$ cat src/rtl/nano_pkg.sv
// nano_pkg: shared opcodes, ALU ops, sequencer states and the strobe bundle
package nano_pkg;
    localparam int OPC_W = 8;
    localparam int DATA_W = 8;
    typedef enum logic [OPC_W-1:0] {
        OP_NOP = 8'h00, OP_LDA = 8'h01, OP_STA = 8'h02, OP_ADD = 8'h03, OP_SUB = 8'h04,
        OP_AND = 8'h05, OP_JMP = 8'h06, OP_JZ = 8'h07, OP_JC = 8'h08, OP_HLT = 8'h0F
    } opcode_t;
    typedef enum logic [2:0] {ALU_PASS = 3'd0, ALU_ADD = 3'd1, ALU_SUB = 3'd2, ALU_AND = 3'd3} alu_op_t;
    typedef enum logic [2:0] {S_FETCH1, S_FETCH2, S_DECODE, S_EXEC, S_WB, S_HALT} state_t;
    typedef struct packed {
        logic    inc_pc;
        logic    load_pc;
        logic    addr_sel;
        logic    mem_we;
        logic    load_acc;
        alu_op_t alu_op;
        logic    halted;
        logic    illegal;
    } strobe_t;
    function automatic logic is_alu(input logic [OPC_W-1:0] op);
        return op inside {OP_LDA, OP_ADD, OP_SUB, OP_AND};
    endfunction
endpackage

$ cat src/rtl/ctrl_seq_if.sv
// ctrl_seq_if: sequencer <-> datapath/memory control bundle
interface ctrl_seq_if import nano_pkg::*; ();
    logic              run;
    logic [DATA_W-1:0] mem_rdata;
    logic              z_flag;
    logic              c_flag;
    logic              inc_PC;
    logic              load_PC;
    logic [DATA_W-1:0] pc_target;
    logic              addr_sel;
    logic              mem_we;
    logic              load_ACC;
    alu_op_t           alu_op;
    logic              halted;
    logic              illegal;
    modport master (
        input  run, mem_rdata, z_flag, c_flag,
        output inc_PC, load_PC, pc_target, addr_sel, mem_we, load_ACC, alu_op, halted, illegal
    );
    modport slave (
        output run, mem_rdata, z_flag, c_flag,
        input  inc_PC, load_PC, pc_target, addr_sel, mem_we, load_ACC, alu_op, halted, illegal
    );
endinterface

$ cat src/rtl/ctrl_seq_decode.sv
// ctrl_decode: state + IR + flags -> strobe bundle (pure combinational)
module ctrl_decode import nano_pkg::*; (
    input  state_t           state,
    input  logic [OPC_W-1:0] ir,
    input  logic             run,
    input  logic             z_flag,
    input  logic             c_flag,
    output strobe_t          strb
);
    logic exec, alu, legal, taken;
    always_comb begin
        exec = state == S_EXEC;
        alu = is_alu(ir);
        legal = alu || ir inside {OP_NOP, OP_STA, OP_JMP, OP_JZ, OP_JC, OP_HLT};
        taken = ir == OP_JMP || (ir == OP_JZ && z_flag) || (ir == OP_JC && c_flag);
        strb = '0;
        strb.inc_pc = (state == S_FETCH1 && run) || state == S_FETCH2;
        strb.load_pc = exec && taken;
        strb.addr_sel = exec && (alu || ir == OP_STA);
        strb.mem_we = exec && ir == OP_STA;
        strb.load_acc = state == S_WB;
        strb.alu_op = state != S_WB ? ALU_PASS : ir == OP_ADD ? ALU_ADD :
                      ir == OP_SUB ? ALU_SUB : ir == OP_AND ? ALU_AND : ALU_PASS;
        strb.halted = state == S_HALT;
        strb.illegal = exec && !legal;
    end
endmodule

$ cat src/rtl/ctrl_seq.sv
// ctrl_seq: fetch/decode/execute sequencer holding IR and ARG, driving PC/memory/ACC strobes
module ctrl_seq import nano_pkg::*; (
    input logic        clk,
    input logic        reset,
    ctrl_seq_if.master bus
);
    state_t            state_q, state_d;
    logic [OPC_W-1:0]  ir_q, ir_d;
    logic [DATA_W-1:0] arg_q, arg_d;
    strobe_t           strb;
    ctrl_decode u_decode (
        .state  (state_q),
        .ir     (ir_q),
        .run    (bus.run),
        .z_flag (bus.z_flag),
        .c_flag (bus.c_flag),
        .strb   (strb)
    );
    always_ff @(posedge clk) begin
        if (reset) begin
            state_q <= S_FETCH1;
            ir_q <= '0;
            arg_q <= '0;
        end else begin
            state_q <= state_d;
            ir_q <= ir_d;
            arg_q <= arg_d;
        end
    end
    always_comb begin
        ir_d = state_q == S_FETCH2 ? bus.mem_rdata : ir_q;
        arg_d = state_q == S_DECODE ? bus.mem_rdata : arg_q;
        case (state_q)
            S_FETCH1: state_d = bus.run ? S_FETCH2 : S_FETCH1;
            S_FETCH2: state_d = S_DECODE;
            S_DECODE: state_d = S_EXEC;
            S_EXEC:   state_d = is_alu(ir_q) ? S_WB : ir_q == OP_HLT ? S_HALT : S_FETCH1;
            S_WB:     state_d = S_FETCH1;
            default:  state_d = state_q == S_HALT ? S_HALT : S_FETCH1;
        endcase
    end
    // reset silences every output, even a pending fetch strobe with run=1
    always_comb begin
        bus.inc_PC = !reset && strb.inc_pc;
        bus.load_PC = !reset && strb.load_pc;
        bus.addr_sel = !reset && strb.addr_sel;
        bus.mem_we = !reset && strb.mem_we;
        bus.load_ACC = !reset && strb.load_acc;
        bus.alu_op = reset ? ALU_PASS : strb.alu_op;
        bus.halted = !reset && strb.halted;
        bus.illegal = !reset && strb.illegal;
        bus.pc_target = reset ? '0 : arg_q;
    end
endmodule

$ cat src/flat_wrapper.sv
// flat-port wrapper written by rule: the top's interface ports become plain ports
module ctrl_seq_flat import nano_pkg::*;
  (clk, reset, bus_run, bus_mem_rdata, bus_z_flag, bus_c_flag, bus_inc_PC, bus_load_PC, bus_pc_target, bus_addr_sel, bus_mem_we, bus_load_ACC, bus_alu_op, bus_halted, bus_illegal);
  ctrl_seq_if bus_i ();
  input logic clk;
  input logic reset;
  input wire logic [$bits(bus_i.run)-1:0] bus_run;
  input wire logic [$bits(bus_i.mem_rdata)-1:0] bus_mem_rdata;
  input wire logic [$bits(bus_i.z_flag)-1:0] bus_z_flag;
  input wire logic [$bits(bus_i.c_flag)-1:0] bus_c_flag;
  output wire logic [$bits(bus_i.inc_PC)-1:0] bus_inc_PC;
  output wire logic [$bits(bus_i.load_PC)-1:0] bus_load_PC;
  output wire logic [$bits(bus_i.pc_target)-1:0] bus_pc_target;
  output wire logic [$bits(bus_i.addr_sel)-1:0] bus_addr_sel;
  output wire logic [$bits(bus_i.mem_we)-1:0] bus_mem_we;
  output wire logic [$bits(bus_i.load_ACC)-1:0] bus_load_ACC;
  output wire logic [$bits(bus_i.alu_op)-1:0] bus_alu_op;
  output wire logic [$bits(bus_i.halted)-1:0] bus_halted;
  output wire logic [$bits(bus_i.illegal)-1:0] bus_illegal;
  assign bus_i.run = bus_run;
  assign bus_i.mem_rdata = bus_mem_rdata;
  assign bus_i.z_flag = bus_z_flag;
  assign bus_i.c_flag = bus_c_flag;
  assign bus_inc_PC = bus_i.inc_PC;
  assign bus_load_PC = bus_i.load_PC;
  assign bus_pc_target = bus_i.pc_target;
  assign bus_addr_sel = bus_i.addr_sel;
  assign bus_mem_we = bus_i.mem_we;
  assign bus_load_ACC = bus_i.load_ACC;
  assign bus_alu_op = bus_i.alu_op;
  assign bus_halted = bus_i.halted;
  assign bus_illegal = bus_i.illegal;
  ctrl_seq u_core (.clk(clk), .reset(reset), .bus(bus_i));
endmodule
$ cat config.mk
export PLATFORM = sky130hd
export DESIGN_NAME = ctrl_seq_flat
export DESIGN_NICKNAME = d
export VERILOG_FILES = /design/src/rtl/nano_pkg.sv /design/src/rtl/ctrl_seq_if.sv /design/src/rtl/ctrl_seq_decode.sv /design/src/rtl/ctrl_seq.sv /design/src/flat_wrapper.sv
export SDC_FILE = /design/constraint.sdc
export NUM_CORES = 1
export LEC_CHECK = 0
export BUFFER_PORTS_ARGS = -buffer_cell sky130_fd_sc_hd__buf_4
export CAP_MARGIN = 20
export CORE_ASPECT_RATIO = 0.75
export CORE_MARGIN = 10
export CORE_UTILIZATION = 45
export DETAILED_ROUTE_END_ITERATION = 10
export GPL_TIMING_DRIVEN = 0
export PLACE_DENSITY = 0.69
export REMOVE_ABC_BUFFERS = 1
export SYNTH_ARGS = -nofsm -noshare
export SYNTH_HDL_FRONTEND = slang
export SYNTH_SLANG_ARGS = --single-unit
$ cat constraint.sdc
create_clock -name clk -period 1.5 [get_ports clk]
set_input_delay 0.075 -clock clk [delete_from_list [all_inputs] [get_ports clk]]
set_output_delay 0.075 -clock clk [all_outputs]
set_load 0.1 [all_outputs]
==> impl_metrics.ini <==
[outcome]
status = finished, violations left
violations = setup timing

[worst_setup_path]
crit-reg2reg-capture = u_core.ir_q[1]
critical_path_class = flip-flop to primary output
reg2reg_from = u_core.state_q[0]
cp_cell_sequence = or4_4 > nor2_2 > and4b_2 > buf_12
crit_buf_inv = 1
r2r_setup_slack_ns = 0.12
end_kind = primary output
start_kind = flip-flop
crit_arrival_ns = 1.82
worstSetupStartpoint = u_core.ir_q[7]
worstPathRequired_ns = 1.42
cp_num_cells = 4
cp_top_family = simple AND/OR/NAND/NOR gates
cp_max_fo = 5
cp_slowest_cell = or4_4
rr_worst_depth = 4
slowest_delay_ns = 0.58
endpoint = bus_alu_op[1]

[sta]
finClkSkew_ns = 0.00645
period_share_pct = 126
rsz0062_at_grt = yes
setup_violations = 6
finalSetupTns_ns = -2.07
hold_viol_final = 0
layout_min_cycle_time_ns = 1.89
slew_viol_final = 0
fmax_ghz = 0.529
worst_slack_ns = -0.391

[cells_and_area]
ff_latch_area_um2 = 388
fillers = 153
diodes = 0
area_growth_pct = 44.2
multi_input_area_um2 = 588
fin_area_um2 = 1400
nets = 151
drive_above_1_share_pct = 36.5
post-route-util_pct = 68.7

[floorplan]
start_util_pct = 47.7
core.rowCount = 14
dieArea_um2 = 4430
die_x_um = 73.6
core_region_area_um2 = 2030
pin_count = 31
die_y_um = 60.2

[synth]
yosys_warnings = 0
synth-async-reset-ratio_pct = 0
synth_edf_count = 0
synth_cells = 110
synth_common_cells = nor2_1, dfxtp_1, mux2i_1
synthesis.area_um2 = 968
synthFlopType = dfxtp_1
synth_top_cell_area_share_pct = 39.3
yosysSeqAreaShare_pct = 39.3
yosysMostFrequentCell = nor2_1
yosysTopAreaCell = dfxtp_1
synth_seq_cells = 19
syn_area_per_cell_um2 = 8.80
yosys-top-cells-area = dfxtp_1, mux2i_1, nor2_1, nor2b_1, buf_2
synthDistinctLibCells = 35

[power]
power.leakage_uw = 0.000559
p_per_area_nw_per_um2 = 850
peakVddDrop_mv = 0.657

[placement]
hpwl_mm = 1.67
placed_cell_area_um2 = 1170
port_buffers = 29
gp_congestion = 0.724

[global_route]
grt_pass1_wl_mm = 3.86
antenna_found_initial = 0
grtUsageTotal_pct = 10.8
grt_max_degree = 31
grt_remaining_overflow = 0
grt_pass1_vias = 803

[clock_tree]
htreeDepth = 1
cts.sinks = 19
cts_buffers = 3
root_buffer = clkbuf_4
clkTransAtPathRegs_ns = 0.11
clk-insertion-delay-late_ns = 0.31
cts_tree = done
clockBufferDepth = 2

[detailed_routing]
viasPerCell = 5.11
drt_iter0_markers = 24
routed_wl_mm = 2.40
wl_per_cell_um = 14.9
dr.pass1.iters = 4
vias = 823
ant_nets = 0
drcViolationCount = 0

[min_path]
hold_path_class = input pin to flip-flop

[job]
cap_viol_max_count = 0
cells in the final DEF (no fill, tap or decap), types with 2 or more instances in the layout:
| cell | netlist | layout |
|---|---|---|
| nor2b_1 | 8 | 8 |
| buf_6 | 0 | 3 |
| clkbuf_4 | 0 | 3 |
| dfxtp_1 | 19 | 15 |
| nor2_1 | 22 | 21 |
| mux2i_1 | 16 | 16 |
| buf_4 | 2 | 21 |
| buf_12 | 0 | 6 |
| and3_4 | 0 | 2 |
| dlygate4sd3_1 | 0 | 4 |
| nor3b_4 | 0 | 2 |
| nor4_1 | 2 | 2 |
| nand2_1 | 3 | 3 |
| dfxtp_2 | 0 | 3 |
layer usage:
metal | part of all wire (%) | vias up | track usage, %
met5 | 0 | - | 0
met4 | 0.33 | 0 | 2.39
met3 | 6.7 | 2 | 5.30
met2 | 49 | 17 | 17.6
met1 | 44 | 380 | 12.4
li1 | - | 424 | -
worst min-delay path by stage:
| stage | slack (ns) | cells after the start | start | end |
|---|---|---|---|---|
| global route | 0.02 | 3 | bus_mem_rdata[7] | u_core.ir_q[7] |
| global placement | 0.32 | 3 | bus_mem_rdata[2] | u_core.ir_q[2] |
| floorplan | 0.15 | 1 | reset | u_core.arg_q[0] |
| finish | 0.02 | 3 | bus_mem_rdata[7] | u_core.ir_q[7] |
| detailed placement | 0.33 | 3 | bus_mem_rdata[3] | u_core.ir_q[3] |
| CTS | 0.001 | 3 | bus_mem_rdata[6] | u_core.ir_q[6] |
tightest hold or removal path: cells and delay by family:
kind                   cells  cell delay (ns)
AND/OR/NAND/NOR            1             0.07
buffers and inverters      1             0.09
multiplexers               1             0.06
kinds of logic after synthesis:
group | synth area share [%]
AOI/OAI and AO/OA | 5.56
xor gates and xnor gates | 1.81
buffers and inverters | 6.46
DFF | 39.3
muxes | 16.5
other | 0.387
and+or+nand+nor | 30.0
sequential cells by signal, summed over array words and instances, names as in the netlist:
register	count
u_core.state_q	3
u_core.arg_q	8
u_core.ir_q	8
area by class of cell:
| type | instances | area share, % |
|---|---|---|
| inverters | 1 | 0.269 |
| repair buffers | 35 | 25.5 |
| well taps | 24 | 2.15 |
| clock inverters | 1 | 0.538 |
| multi-input cells | 78 | 42.1 |
| clock buffers | 3 | 1.61 |
| flip-flops and latches | 19 | 27.8 |
through the flow:
step                instances  worst slack [ns]  hold slack [ns]  total power (uW)
floorplan                  98             -3.47            0.147               799
global placement          151            -0.695            0.320               875
detailed placement        152            -0.278            0.330               883
CTS                       160            -0.378          0.00121              1180
global route              161            -0.452           0.0193              1250
finish                    161            -0.391           0.0177              1190
what timing repair did:
item	4_1_cts	5_1_grt
setup buffers	0	1
endpoints found under the setup margin	25	24
hold endpoints to repair	6	0
gates resized for setup	23	11
pin swaps	0	0
hold buffers	4	0
power by group:
part           internal [uW]  total [uW]  switching (uW)
combinational            137         329             192
clock                    102         269             167
sequential               540         589            48.5
total                    779        1190             407
Power figures use the tool's default switching activity.
